### src/rtl/ifetch_pkg.sv
// Shared types and default widths for the instruction fetch unit.
package ifetch_pkg;

    localparam int          CODE_W  = 12;
    localparam int          ADDR_W  = 4;
    localparam logic [3:0]  HALT_OP = 4'hF;

    typedef enum logic [1:0] {
        IDLE  = 2'd0,
        FETCH = 2'd1,
        VALID = 2'd2,
        HALT  = 2'd3
    } state_e;

    // Opcode lives in the top nibble of the instruction word.
    function automatic logic [3:0] opcode_of(input logic [CODE_W-1:0] word);
        return word[CODE_W-1 -: 4];
    endfunction

endpackage

### src/rtl/instr_fetch_if.sv
// Fetch-to-decoder handshake bus: instruction/pc out, ready and jump redirect back.
interface instr_fetch_if #(
    parameter int CODE_W = ifetch_pkg::CODE_W,
    parameter int ADDR_W = ifetch_pkg::ADDR_W
);
    logic              code_valid;
    logic              code_ready;
    logic [CODE_W-1:0] code;
    logic [ADDR_W-1:0] pc;
    logic              jmp_en;
    logic [ADDR_W-1:0] jmp_addr;

    // Fetch unit side
    modport master (
        output code_valid, code, pc,
        input  code_ready, jmp_en, jmp_addr
    );

    // Decoder side
    modport slave (
        input  code_valid, code, pc,
        output code_ready, jmp_en, jmp_addr
    );
endinterface

### src/rtl/instr_mem.sv
// Instruction memory: 2**ADDR_W words, synchronous write, registered read.
// Storage is never reset; only the read register is cleared so code reads 0 after reset.
module instr_mem #(
    parameter int CODE_W = 12,
    parameter int ADDR_W = 4
) (
    input  logic              clk,
    input  logic              rst,
    input  logic              we,
    input  logic [ADDR_W-1:0] waddr,
    input  logic [CODE_W-1:0] wdata,
    input  logic              re,
    input  logic [ADDR_W-1:0] raddr,
    output logic [CODE_W-1:0] rdata
);
    logic [CODE_W-1:0] mem_q [2**ADDR_W];
    logic [CODE_W-1:0] rd_q;
    logic [CODE_W-1:0] rd_d;

    // Program write port (no reset: contents undefined until loaded)
    always_ff @(posedge clk) begin
        if (we) mem_q[waddr] <= wdata;
    end

    // Read data only changes on a read strobe, so it holds while the word is presented
    always_comb begin
        rd_d = rd_q;
        if (re) rd_d = mem_q[raddr];
    end

    // Read data register
    always_ff @(posedge clk or negedge rst) begin
        if (!rst) rd_q <= '0;
        else      rd_q <= rd_d;
    end

    assign rdata = rd_q;
endmodule

### src/rtl/instr_fetch.sv
// Instruction fetch unit: loads a program in IDLE, then fetches one word every
// two cycles and presents it to the decoder with a valid/ready handshake.
// Optional feature: define IFETCH_JUMP_EN to let jmp_en/jmp_addr redirect the pc
// on a handshake; otherwise those ports are ignored and pc always increments.
module instr_fetch #(
    parameter int         CODE_W  = ifetch_pkg::CODE_W,
    parameter int         ADDR_W  = ifetch_pkg::ADDR_W,
    parameter logic [3:0] HALT_OP = ifetch_pkg::HALT_OP
) (
    input  logic                 clk,
    input  logic                 rst,
    input  logic                 run,
    input  logic                 load_en,
    input  logic [ADDR_W-1:0]    load_addr,
    input  logic [CODE_W-1:0]    load_data,
    instr_fetch_if.master        dec,
    output logic                 halted,
    output logic [7:0]           instr_cnt
);
    import ifetch_pkg::*;

    state_e            state_q, state_d;
    logic [ADDR_W-1:0] pc_q, pc_d;
    logic [7:0]        cnt_q, cnt_d;
    logic [CODE_W-1:0] rdata;
    logic [ADDR_W-1:0] pc_next;
    logic              hs;
    logic              is_halt;

    instr_mem #(
        .CODE_W (CODE_W),
        .ADDR_W (ADDR_W)
    ) u_mem (
        .clk   (clk),
        .rst   (rst),
        .we    (load_en && (state_q == IDLE)),
        .waddr (load_addr),
        .wdata (load_data),
        .re    (state_q == FETCH),
        .raddr (pc_q),
        .rdata (rdata)
    );

    assign hs      = (state_q == VALID) && dec.code_ready;
    assign is_halt = (rdata[CODE_W-1 -: 4] == HALT_OP);

`ifdef IFETCH_JUMP_EN
    assign pc_next = dec.jmp_en ? dec.jmp_addr : pc_q + ADDR_W'(1);
`else
    assign pc_next = pc_q + ADDR_W'(1);
    logic unused_jmp;
    assign unused_jmp = ^{dec.jmp_en, dec.jmp_addr};
`endif

    // Next-state, pc and counter update
    always_comb begin
        state_d = state_q;
        pc_d    = pc_q;
        cnt_d   = cnt_q;
        case (state_q)
            IDLE: begin
                if (run) state_d = FETCH;
            end
            FETCH: begin
                state_d = VALID;
            end
            VALID: begin
                if (hs) begin
                    cnt_d = (cnt_q == 8'hFF) ? cnt_q : cnt_q + 8'd1;
                    if (is_halt) begin
                        state_d = HALT;
                    end else begin
                        pc_d    = pc_next;
                        state_d = run ? FETCH : IDLE;
                    end
                end
            end
            HALT: begin
                if (!run) begin
                    state_d = IDLE;
                    pc_d    = '0;
                end
            end
            default: state_d = IDLE;
        endcase
    end

    // State, pc and counter registers
    always_ff @(posedge clk or negedge rst) begin
        if (!rst) begin
            state_q <= IDLE;
            pc_q    <= '0;
            cnt_q   <= '0;
        end else begin
            state_q <= state_d;
            pc_q    <= pc_d;
            cnt_q   <= cnt_d;
        end
    end

    assign dec.code_valid = (state_q == VALID);
    assign dec.code       = rdata;
    assign dec.pc         = pc_q;
    assign halted         = (state_q == HALT);
    assign instr_cnt      = cnt_q;
endmodule

### src/flat_wrapper.sv
// flat-port wrapper written by rule: the top's interface ports become plain ports
module instr_fetch_flat import ifetch_pkg::*;
#(
    parameter int         CODE_W  = ifetch_pkg::CODE_W,
    parameter int         ADDR_W  = ifetch_pkg::ADDR_W,
    parameter logic [3:0] HALT_OP = ifetch_pkg::HALT_OP
)
  (clk, rst, run, load_en, load_addr, load_data, halted, instr_cnt, dec_code_valid, dec_code, dec_pc, dec_code_ready, dec_jmp_en, dec_jmp_addr);
  instr_fetch_if #(.CODE_W(CODE_W), .ADDR_W(ADDR_W)) dec_i ();
  input  logic clk;
  input  logic rst;
  input  logic run;
  input  logic load_en;
  input  logic [ADDR_W-1:0] load_addr;
  input  logic [CODE_W-1:0] load_data;
  output logic halted;
  output logic [7:0] instr_cnt;
  output wire logic [$bits(dec_i.code_valid)-1:0] dec_code_valid;
  output wire logic [$bits(dec_i.code)-1:0] dec_code;
  output wire logic [$bits(dec_i.pc)-1:0] dec_pc;
  input wire logic [$bits(dec_i.code_ready)-1:0] dec_code_ready;
  input wire logic [$bits(dec_i.jmp_en)-1:0] dec_jmp_en;
  input wire logic [$bits(dec_i.jmp_addr)-1:0] dec_jmp_addr;
  assign dec_code_valid = dec_i.code_valid;
  assign dec_code = dec_i.code;
  assign dec_pc = dec_i.pc;
  assign dec_i.code_ready = dec_code_ready;
  assign dec_i.jmp_en = dec_jmp_en;
  assign dec_i.jmp_addr = dec_jmp_addr;
  instr_fetch #(.CODE_W(CODE_W), .ADDR_W(ADDR_W), .HALT_OP(HALT_OP)) u_core (.clk(clk), .rst(rst), .run(run), .load_en(load_en), .load_addr(load_addr), .load_data(load_data), .dec(dec_i), .halted(halted), .instr_cnt(instr_cnt));
endmodule
### config.mk
export PLATFORM = sky130hd
export DESIGN_NAME = instr_fetch_flat
export DESIGN_NICKNAME = d
export VERILOG_FILES = /design/src/rtl/ifetch_pkg.sv /design/src/rtl/instr_fetch_if.sv /design/src/rtl/instr_mem.sv /design/src/rtl/instr_fetch.sv /design/src/flat_wrapper.sv
export SDC_FILE = /design/constraint.sdc
export NUM_CORES = 1
export LEC_CHECK = 0
export CORE_MARGIN = 2
export CORE_UTILIZATION = 50
export DETAILED_ROUTE_END_ITERATION = 10
export PLACE_DENSITY = 0.71
export SLEW_MARGIN = 20
export SYNTH_ARGS = -nofsm -noshare
export SYNTH_HDL_FRONTEND = slang
export SYNTH_HIERARCHICAL = 1
export SYNTH_SLANG_ARGS = --single-unit
### constraint.sdc
create_clock -name clk -period 2.7 [get_ports clk]
set_clock_uncertainty 0.1 [all_clocks]
set_input_delay 0.675 -clock clk [delete_from_list [all_inputs] [get_ports clk]]
set_output_delay 0.675 -clock clk [all_outputs]
set_load 0.02 [all_outputs]
==> out/results.txt, run 1 <==
The wire-length estimate of the detail-placed layout is 11200 microns. Walking the worst path, the cells encountered are and2_1, clkdlybuf4s50_1. The run gives 0 as the setup fix buffers added after clock tree synthesis. In the post-synthesis netlist, the biggest area contributors are sky130_fd_sc_hd__edfxtp_1 66%, sky130_fd_sc_hd__mux4_2 9.5%, sky130_fd_sc_hd__dfrtp_1 7.4%. Length of the first detailed-routing pass in iterations: 5. After detailed routing, the number of remaining DRC violations is 0. The number of DRC markers after the initial detailed-route iteration was 265.

The tools report the maximum level of the CTS H-tree as 1. The via count of the first global-routing pass came out at 4751. Proportion of synthesized area in mux cells: 0.146. Data on the critical path is required at its endpoint by 1920 ps.

The endpoint class of the critical path is an output port. The share of synthesized flip-flops with an asynchronous set or reset was 0.119. The static power due to leakage was 3.56 nW; the global-route usage over all layers was 0.196. The via density per instance was 5.97; the top fanout value on the critical path was 12. Synthesized-area fraction occupied by ao, oa, aoi and oai cells: 0.0498.

The clock transition at the registers of the reported paths is 60 ps. The time the final worst path needs with I/O delays and setup came out at 2570 ps. The run gives 0.00642 sq mm as the sequential cell area.

The detailed router placed 4487 vias in this run. The final layout contains routed wiring with a total length of 17500 microns. The number of nets handed over by synthesis was 452. The number of synthesized flops with an enable pin was 192. The logs give 0.510 for the initial core utilization and 0 for the sum of overflow across all layers after global routing. The leading register cell type out of synthesis is sky130_fd_sc_hd__edfxtp_1.

The initial antenna violation count came out at 0. The synthesized design spends more area on one cell type than any other, namely sky130_fd_sc_hd__edfxtp_1. Clock tree synthesis found a total of 218 sinks.

Once the clock tree was built, the resizer swapped 2 gates to a different size. TritonCTS built the clock tree. The adder-cell area share of the yosys netlist was 0.00285; the maximum number of pins on one net before global-route repair was 53.

By area, the combinational part of the netlist is dominated by multiplexers. At the end of routability-driven placement, the weighted congestion stood at 0.852. Setup repair after global routing left no endpoint under its margin. The post-synthesis xor/xnor area fraction is 0.00299, and the latest clock arrival within the worst-skew pair is 490 ps. The mapped netlist covers 0.00879 sq mm.

The max-slew violation total from the final report was 0; the post-synthesis simple-gate area fraction was 0.0460. For this design the top-level I/O count stands at 52. Setup violations remaining at the end of the flow were counted as 0. Total power density per cell area: 952 mW/mm^2. Derived from the worst setup path, the maximum achievable clock frequency is 390 MHz.

The worst-case register-to-register setup slack is 430 ps, and the final setup TNS is 0 ps. The repair_antennas step left the layout with diodes totalling 0. Among all stages on the critical path, the largest delay is contributed by sky130_fd_sc_hd__clkdlybuf4s50_1.

The die covers 0.0187 sq mm. The portion of the clock cycle consumed by the worst path in the final layout is 0.950. The run finished with clean final reports.

The count of cell types in the netlist came out at 50. The area growth from synthesis to layout came out at 18.2%. The highest cell delay on the worst timing path works out to 590 ps.

The Yosys step of the flow raised 6 warnings. The tools report the antenna violation net count after detailed routing as 0. The type of the worst setup path is flop to output port. The width of the chip is 137 microns.

Type of origin of the critical path: a flop. For the headroom to the max-slew limit, the log shows 0.454. The area share of the largest cell type after synthesis is 0.656, and the global-route wire length before repair is 26800 microns.

The buffer depth of the longest clock path was 3; the number of endpoints with negative hold slack in the final report was 0. At the pin with the least slew margin, the transition time is 820 ps. Number of maximum-capacitance constraint violations: 0.

The clock buffer count from CTS came out at 22. Class of the most critical hold timing path: flop to flop. STA puts the critical path data arrival time at 1790 ps.

The worst-case IR drop observed on VDD is 1030 uV. For this run, the post-layout net count is 539. The total power after layout came out at 9.89 mW. The run gives 0.00220 sq mm as the area used by multi-input combinational logic. The count of buffers added on input and output ports is 46.

The synthesis-stage register bit count was 218; the area of the core was 0.0172 sq mm. The average footprint of a synthesized cell was 20.7 sq um; the number of buffers inserted by hold repair at cts was 0. The row count is 48. The tools report the share of synthesized area occupied by flip-flops and latches as 0.730. The clock tree root driver cell is sky130_fd_sc_hd__clkbuf_16.

After detailed routing, the average wire length per cell comes to 23.2 microns. The final-layout fill cell count is 1213. The share of post-route cells with drive strength above 1 came out at 0.260. The cell count after synthesis came out at 424. From bottom edge to top edge, the die measures 137 microns.
==> state kept, by name, indices dropped and copies added (netlist names) <==
register            cells
u_core/u_mem/rdata     12
u_core/instr_cnt        8
u_core/state_q          2
u_core/u_mem/mem_q    192
u_core/dec.pc           4
==> metrics by stage <==
step	util	instance area, sq um	worst slack [ps]	instances	hold WS [ps]
floorplan	-	8790	157	424	279
global placement	0.564	9730	-126	712	430
detailed placement	0.564	9730	-192	712	441
CTS	0.603	10400	114	752	449
global route	0.603	10400	65.0	752	480
finish	0.603	10400	134	752	449
==> Yosys cell counts (all sizes together), types with 2 or more instances <==
library cell and number:
edfxtp 192, mux4 48, dfrtp 26, nor2 25
buf 18, o22ai 13, a221oi 12, mux2i 12
nand2 9, nand2b 9, nor3 7, inv 6
and2 4, nand4 4, clkbuf 3, mux2 3
nand3 3, nand3b 3, o311ai 3, a311o 2
ha 2, xor2 2
==> placed cells by master, fill, tap and decap left out, types with 3 or more instances in the layout <==
master and instances:
sky130_fd_sc_hd__edfxtp_1 192, sky130_fd_sc_hd__clkdlybuf4s50_1 45, sky130_fd_sc_hd__mux4_2 37, sky130_fd_sc_hd__buf_4 33
sky130_fd_sc_hd__nor2_1 24, sky130_fd_sc_hd__clkbuf_16 23, sky130_fd_sc_hd__dfrtp_1 23, sky130_fd_sc_hd__mux2i_1 12
sky130_fd_sc_hd__a221oi_2 12, sky130_fd_sc_hd__mux4_1 11, sky130_fd_sc_hd__nand2b_1 9, sky130_fd_sc_hd__nand2_1 9
sky130_fd_sc_hd__clkbuf_1 7, sky130_fd_sc_hd__o22ai_1 7, sky130_fd_sc_hd__inv_1 6, sky130_fd_sc_hd__o22ai_2 6
sky130_fd_sc_hd__clkinv_1 5, sky130_fd_sc_hd__buf_12 5, sky130_fd_sc_hd__nand4_1 4, sky130_fd_sc_hd__nor3_2 4
sky130_fd_sc_hd__clkinv_2 3, sky130_fd_sc_hd__and2_1 3, sky130_fd_sc_hd__nand3_1 3, sky130_fd_sc_hd__o311ai_1 3
sky130_fd_sc_hd__nor3_1 3, sky130_fd_sc_hd__dfrtp_2 3
==> layout make-up <==
cell class / instances / share of cell area
Clock buffer: 32 / 0.0606
Clock inverter: 8 / 0.00325
Inverter: 6 / 0.00217
Multi-Input combinational cell: 179 / 0.211
Sequential cell: 218 / 0.618
Tap cell: 225 / 0.0271
Timing Repair Buffer: 84 / 0.0777
==> critical path: cells and delay by family, from the launching register on <==
kind                   cells  cell delay, ps
AND/OR/NAND/NOR            1             180
buffers and inverters      1             590
flip-flops                 1             540
==> logic make-up after synthesis <==
group,Yosys count
DFF,218
and+or+nand+nor,72
muxes,63
AOI/OAI and AO/OA,39
buffers and inverters,27
xor gates and xnor gates,3
adders and majority gates,2
==> where the power goes <==
part           internal, mW  total [mW]  switching, mW
combinational          1.42        2.96           1.54
sequential             3.91        4.17          0.258
clock                  1.61        2.76           1.15
total                  6.94        9.89           2.95
==> path summary, 6_finish.rpt <==
path                       depth (start not counted)                   endpoint                 from
setup / recovery                                   2                     halted    u_core/state_q[0]
hold / removal                                     1        u_core/instr_cnt[4]  u_core/instr_cnt[4]
setup reg to reg                                   5  u_core/u_mem/mem_q[3][10]    u_core/state_q[0]
hold reg to reg                                    1        u_core/instr_cnt[4]  u_core/instr_cnt[4]
max in group asynchronous                          2           u_core/dec.pc[0]                  rst
min in group asynchronous                          2      u_core/u_mem/rdata[4]                  rst
==> metal layers <==
layer  wire length [microns]  up-vias  track usage
li1                        -     1959            -
met1                    7010     2316        0.273
met2                    8780      187        0.327
met3                    1390       25       0.0352
met4                     289        0       0.0469
met5                       0        -            0
Power figures use the tool's default switching activity.
==> inputs of run 2 (changes only) <==
- HOLD_SLACK_MARGIN: unset -> 0.02
- SKIP_LAST_GASP: unset -> 1
==> results of run 2 <==
No change in the layout: final DEF, timing and power equal those of run 1.
==> inputs of run 3 (changes only) <==
- PLACE_DENSITY: 0.71 -> 0.69
- clock period: 2.7 -> 2.86 ns (I/O delays scaled with it)
==> out/results.txt, run 3 (synthesized netlist as in run 1, its figures left out) <==
The run finished with clean final reports. The finished cells cover 0.0105 sq mm. At the end of routability-driven placement, the weighted congestion stood at 0.834. The first routing iteration left 302 violations. The register with the most flip-flops in the layout has 192 of them. At the end of the flow, the number of nets in the layout was 527. Along the worst path, the maximum fanout reaches 12. Commonest non-fill, non-tap cell in the layout: sky130_fd_sc_hd__edfxtp_1. The clock net in this run drives a total of 218 sinks. Cell area reported after detailed placement: 0.00970 sq mm. In this run the deepest clock path goes through 3 buffers. The length of the first detailed-routing pass in iterations was 4. Static timing analysis puts the maximum clock frequency at 361 MHz. The number of endpoints with negative hold slack in the final report was 0. The clock tree root driver cell is sky130_fd_sc_hd__clkbuf_16. In the routed layout, each cell is associated on average with a via count of 5.92. Number of maximum-capacitance constraint violations: 0. The type of the worst setup path is flop to output port. The wire-length estimate of the detail-placed layout is 10700 microns. The floorplan step defined a die boundary enclosing 0.0187 sq mm. The logs give 1 for the maximum level of the CTS H-tree and 48 for the row count. The buffer and inverter count on the worst path is 2, and the maximum number of pins on one net before global-route repair is 30. Port buffering added 46 buffers.

Once routing completed, OpenROAD measured the worst setup slack at 88.7 ps. STA classifies the critical path endpoint as an output port. Compared with the post-synthesis result, the final layout area differs by 19.7%.

The utilization after layout came out at 0.610. In this run the worst hold path is classified as flop to flop. The total DRC errors in the routed layout is 0. The logs give 0.198 for the global-route usage over all layers and 741 for the count of placed standard cells in the final layout, fillers left out. The critical path's slowest cell was sky130_fd_sc_hd__clkdlybuf4s50_1. The highest cell delay on the worst timing path works out to 610 ps. The total power density per cell area came out at 937 mW/mm^2.

Detailed routing inserted a total of 4384 vias. TritonCTS built the clock tree. The share of post-route cells with drive strength above 1 was 0.264. The tools report the initial antenna violation count as 0. The post-place setup slack is -17.4 ps. Traced cell by cell, the critical path runs through nand2b_1, inv_1, clkdlybuf4s50_1. The floorplan step set the die width to 137 microns. Setup violations remaining at the end of the flow were counted as 0. The run gives 0 as the max-slew violation total from the final report. Summed over all layers, the global routing overflow is 0.

Data on the critical path is required at its endpoint by 2050 ps. The static power due to leakage came out at 3.57 nW. Subtracting the final worst setup slack from the clock period gives 2770 ps. The endpoint arrival time on the critical path came out at 1960 ps. The core region is 0.0172 sq mm.

The headroom to the max-slew limit was 0.491. In the layout the commonest cells are 192 x sky130_fd_sc_hd__edfxtp_1, 46 x sky130_fd_sc_hd__clkdlybuf4s50_1, 37 x sky130_fd_sc_hd__mux4_2. The portion of the clock cycle consumed by the worst path in the final layout was 0.969; the latest clock arrival within the worst-skew pair was 500 ps. The via count of the first global-routing pass is 4578. Post-CTS timing repair inserted 0 buffers for setup.

In this design, the largest share of critical-path delay is due to buffers and inverters. The run gives 1205 as the final-layout fill cell count. At the pin with the least slew margin, the transition time is 763 ps.

VDD sags by at most 796 uV. The routed design has 17300 microns of wire. The count of nets left with antenna violations once routing finished came out at 0. The largest register by flop count was u_core/u_mem/mem_q.

The number of clock buffers added by TritonCTS is 23. The run gives 0.510 as the initial core utilization. The first global-routing pass estimated 27000 microns of wire. From bottom edge to top edge, the die measures 137 microns. 52 I/O pins were placed. STA classifies the critical path startpoint as a flop. Counting tap cells, the placed design contains a total of 699 instances.

Clock-pin slew was measured on the worst setup and hold paths at 50 ps. The wire length per cell was 23.4 microns. Setup repair after global routing left no endpoint under its margin.

The repair_antennas step left the layout with diodes totalling 0.
[run 3: changes by cell type in the layout (fill, tap and decap cells not counted), sizes merged]
cell / previous run / this run
clkbuf: 32 / 27
clkdlybuf4s50: 45 / 46
dlygate4sd2: 1 / 0
inv: 6 / 7
clkinvlp: 0 / 1
buf: 38 / 25
bufinv: 0 / 5
[run 3: worst paths after layout]
check | slack [ps] | start | cells after the start | end
setup / recovery | 90 | u_core/state_q[0] | 3 | dec_code_valid
max in group asynchronous | 1860 | rst | 2 | u_core/dec.pc[2]
min in group asynchronous | 500 | rst | 2 | u_core/u_mem/rdata[5]
hold / removal | 450 | u_core/instr_cnt[0] | 1 | u_core/instr_cnt[0]
setup reg to reg | 610 | u_core/state_q[0] | 5 | u_core/u_mem/mem_q[2][7]
hold reg to reg | 450 | u_core/instr_cnt[0] | 1 | u_core/instr_cnt[0]
[run 3: area by class of cell]
class,instances,area [sq um],area share
multi-input cells,179,2200,0.209
clock buffers,27,601,0.0571
repair buffers,71,786,0.0747
inverters,6,22.5,0.00214
clock inverters,15,210,0.0200
well taps,225,282,0.0268
flip-flops and latches,218,6420,0.611
[run 3: per-stage QoR]
| step | setup TNS (ps) | hold WS [ps] | power [mW] |
|---|---|---|---|
| 6_report | 0 | 454 | 9.86 |
| 5_1_grt | 0 | 494 | 10.3 |
| 4_1_cts | 0 | 460 | 9.95 |
| 3_5_place_dp | -223 | 445 | 6.81 |
| 3_3_place_gp | -3890 | 412 | 6.75 |
| 2_1_floorplan | 0 | 319 | 5.97 |
[run 3: power by group]
| part | total, mW | switching [mW] | internal [mW] |
|---|---|---|---|
| registers | 3.95 | 0.256 | 3.69 |
| clock network | 3.13 | 1.17 | 1.96 |
| logic | 2.78 | 1.44 | 1.34 |
[run 3: worst reg2reg max path, stage by stage, from the launching register on]
cell	delay [ps]
sky130_fd_sc_hd__dfrtp_2	490
sky130_fd_sc_hd__nor3b_1	280
sky130_fd_sc_hd__buf_4	180
sky130_fd_sc_hd__or3b_2	510
sky130_fd_sc_hd__nor2_1	200
sky130_fd_sc_hd__buf_4	210
[run 3: per-layer routing]
metal	routed length, microns	up-vias	GRT usage
met5	0	-	0
li1	-	1919	-
met2	8640	153	0.332
met1	7170	2287	0.278
met3	1240	25	0.0356
met4	265	0	0.0405
[run 3: repair_timing]
item                                    4_1_cts  5_1_grt
pin swaps                                     0        0
endpoints found under the setup margin        1        1
hold buffers                                  0        0
gates resized for setup                       1        1
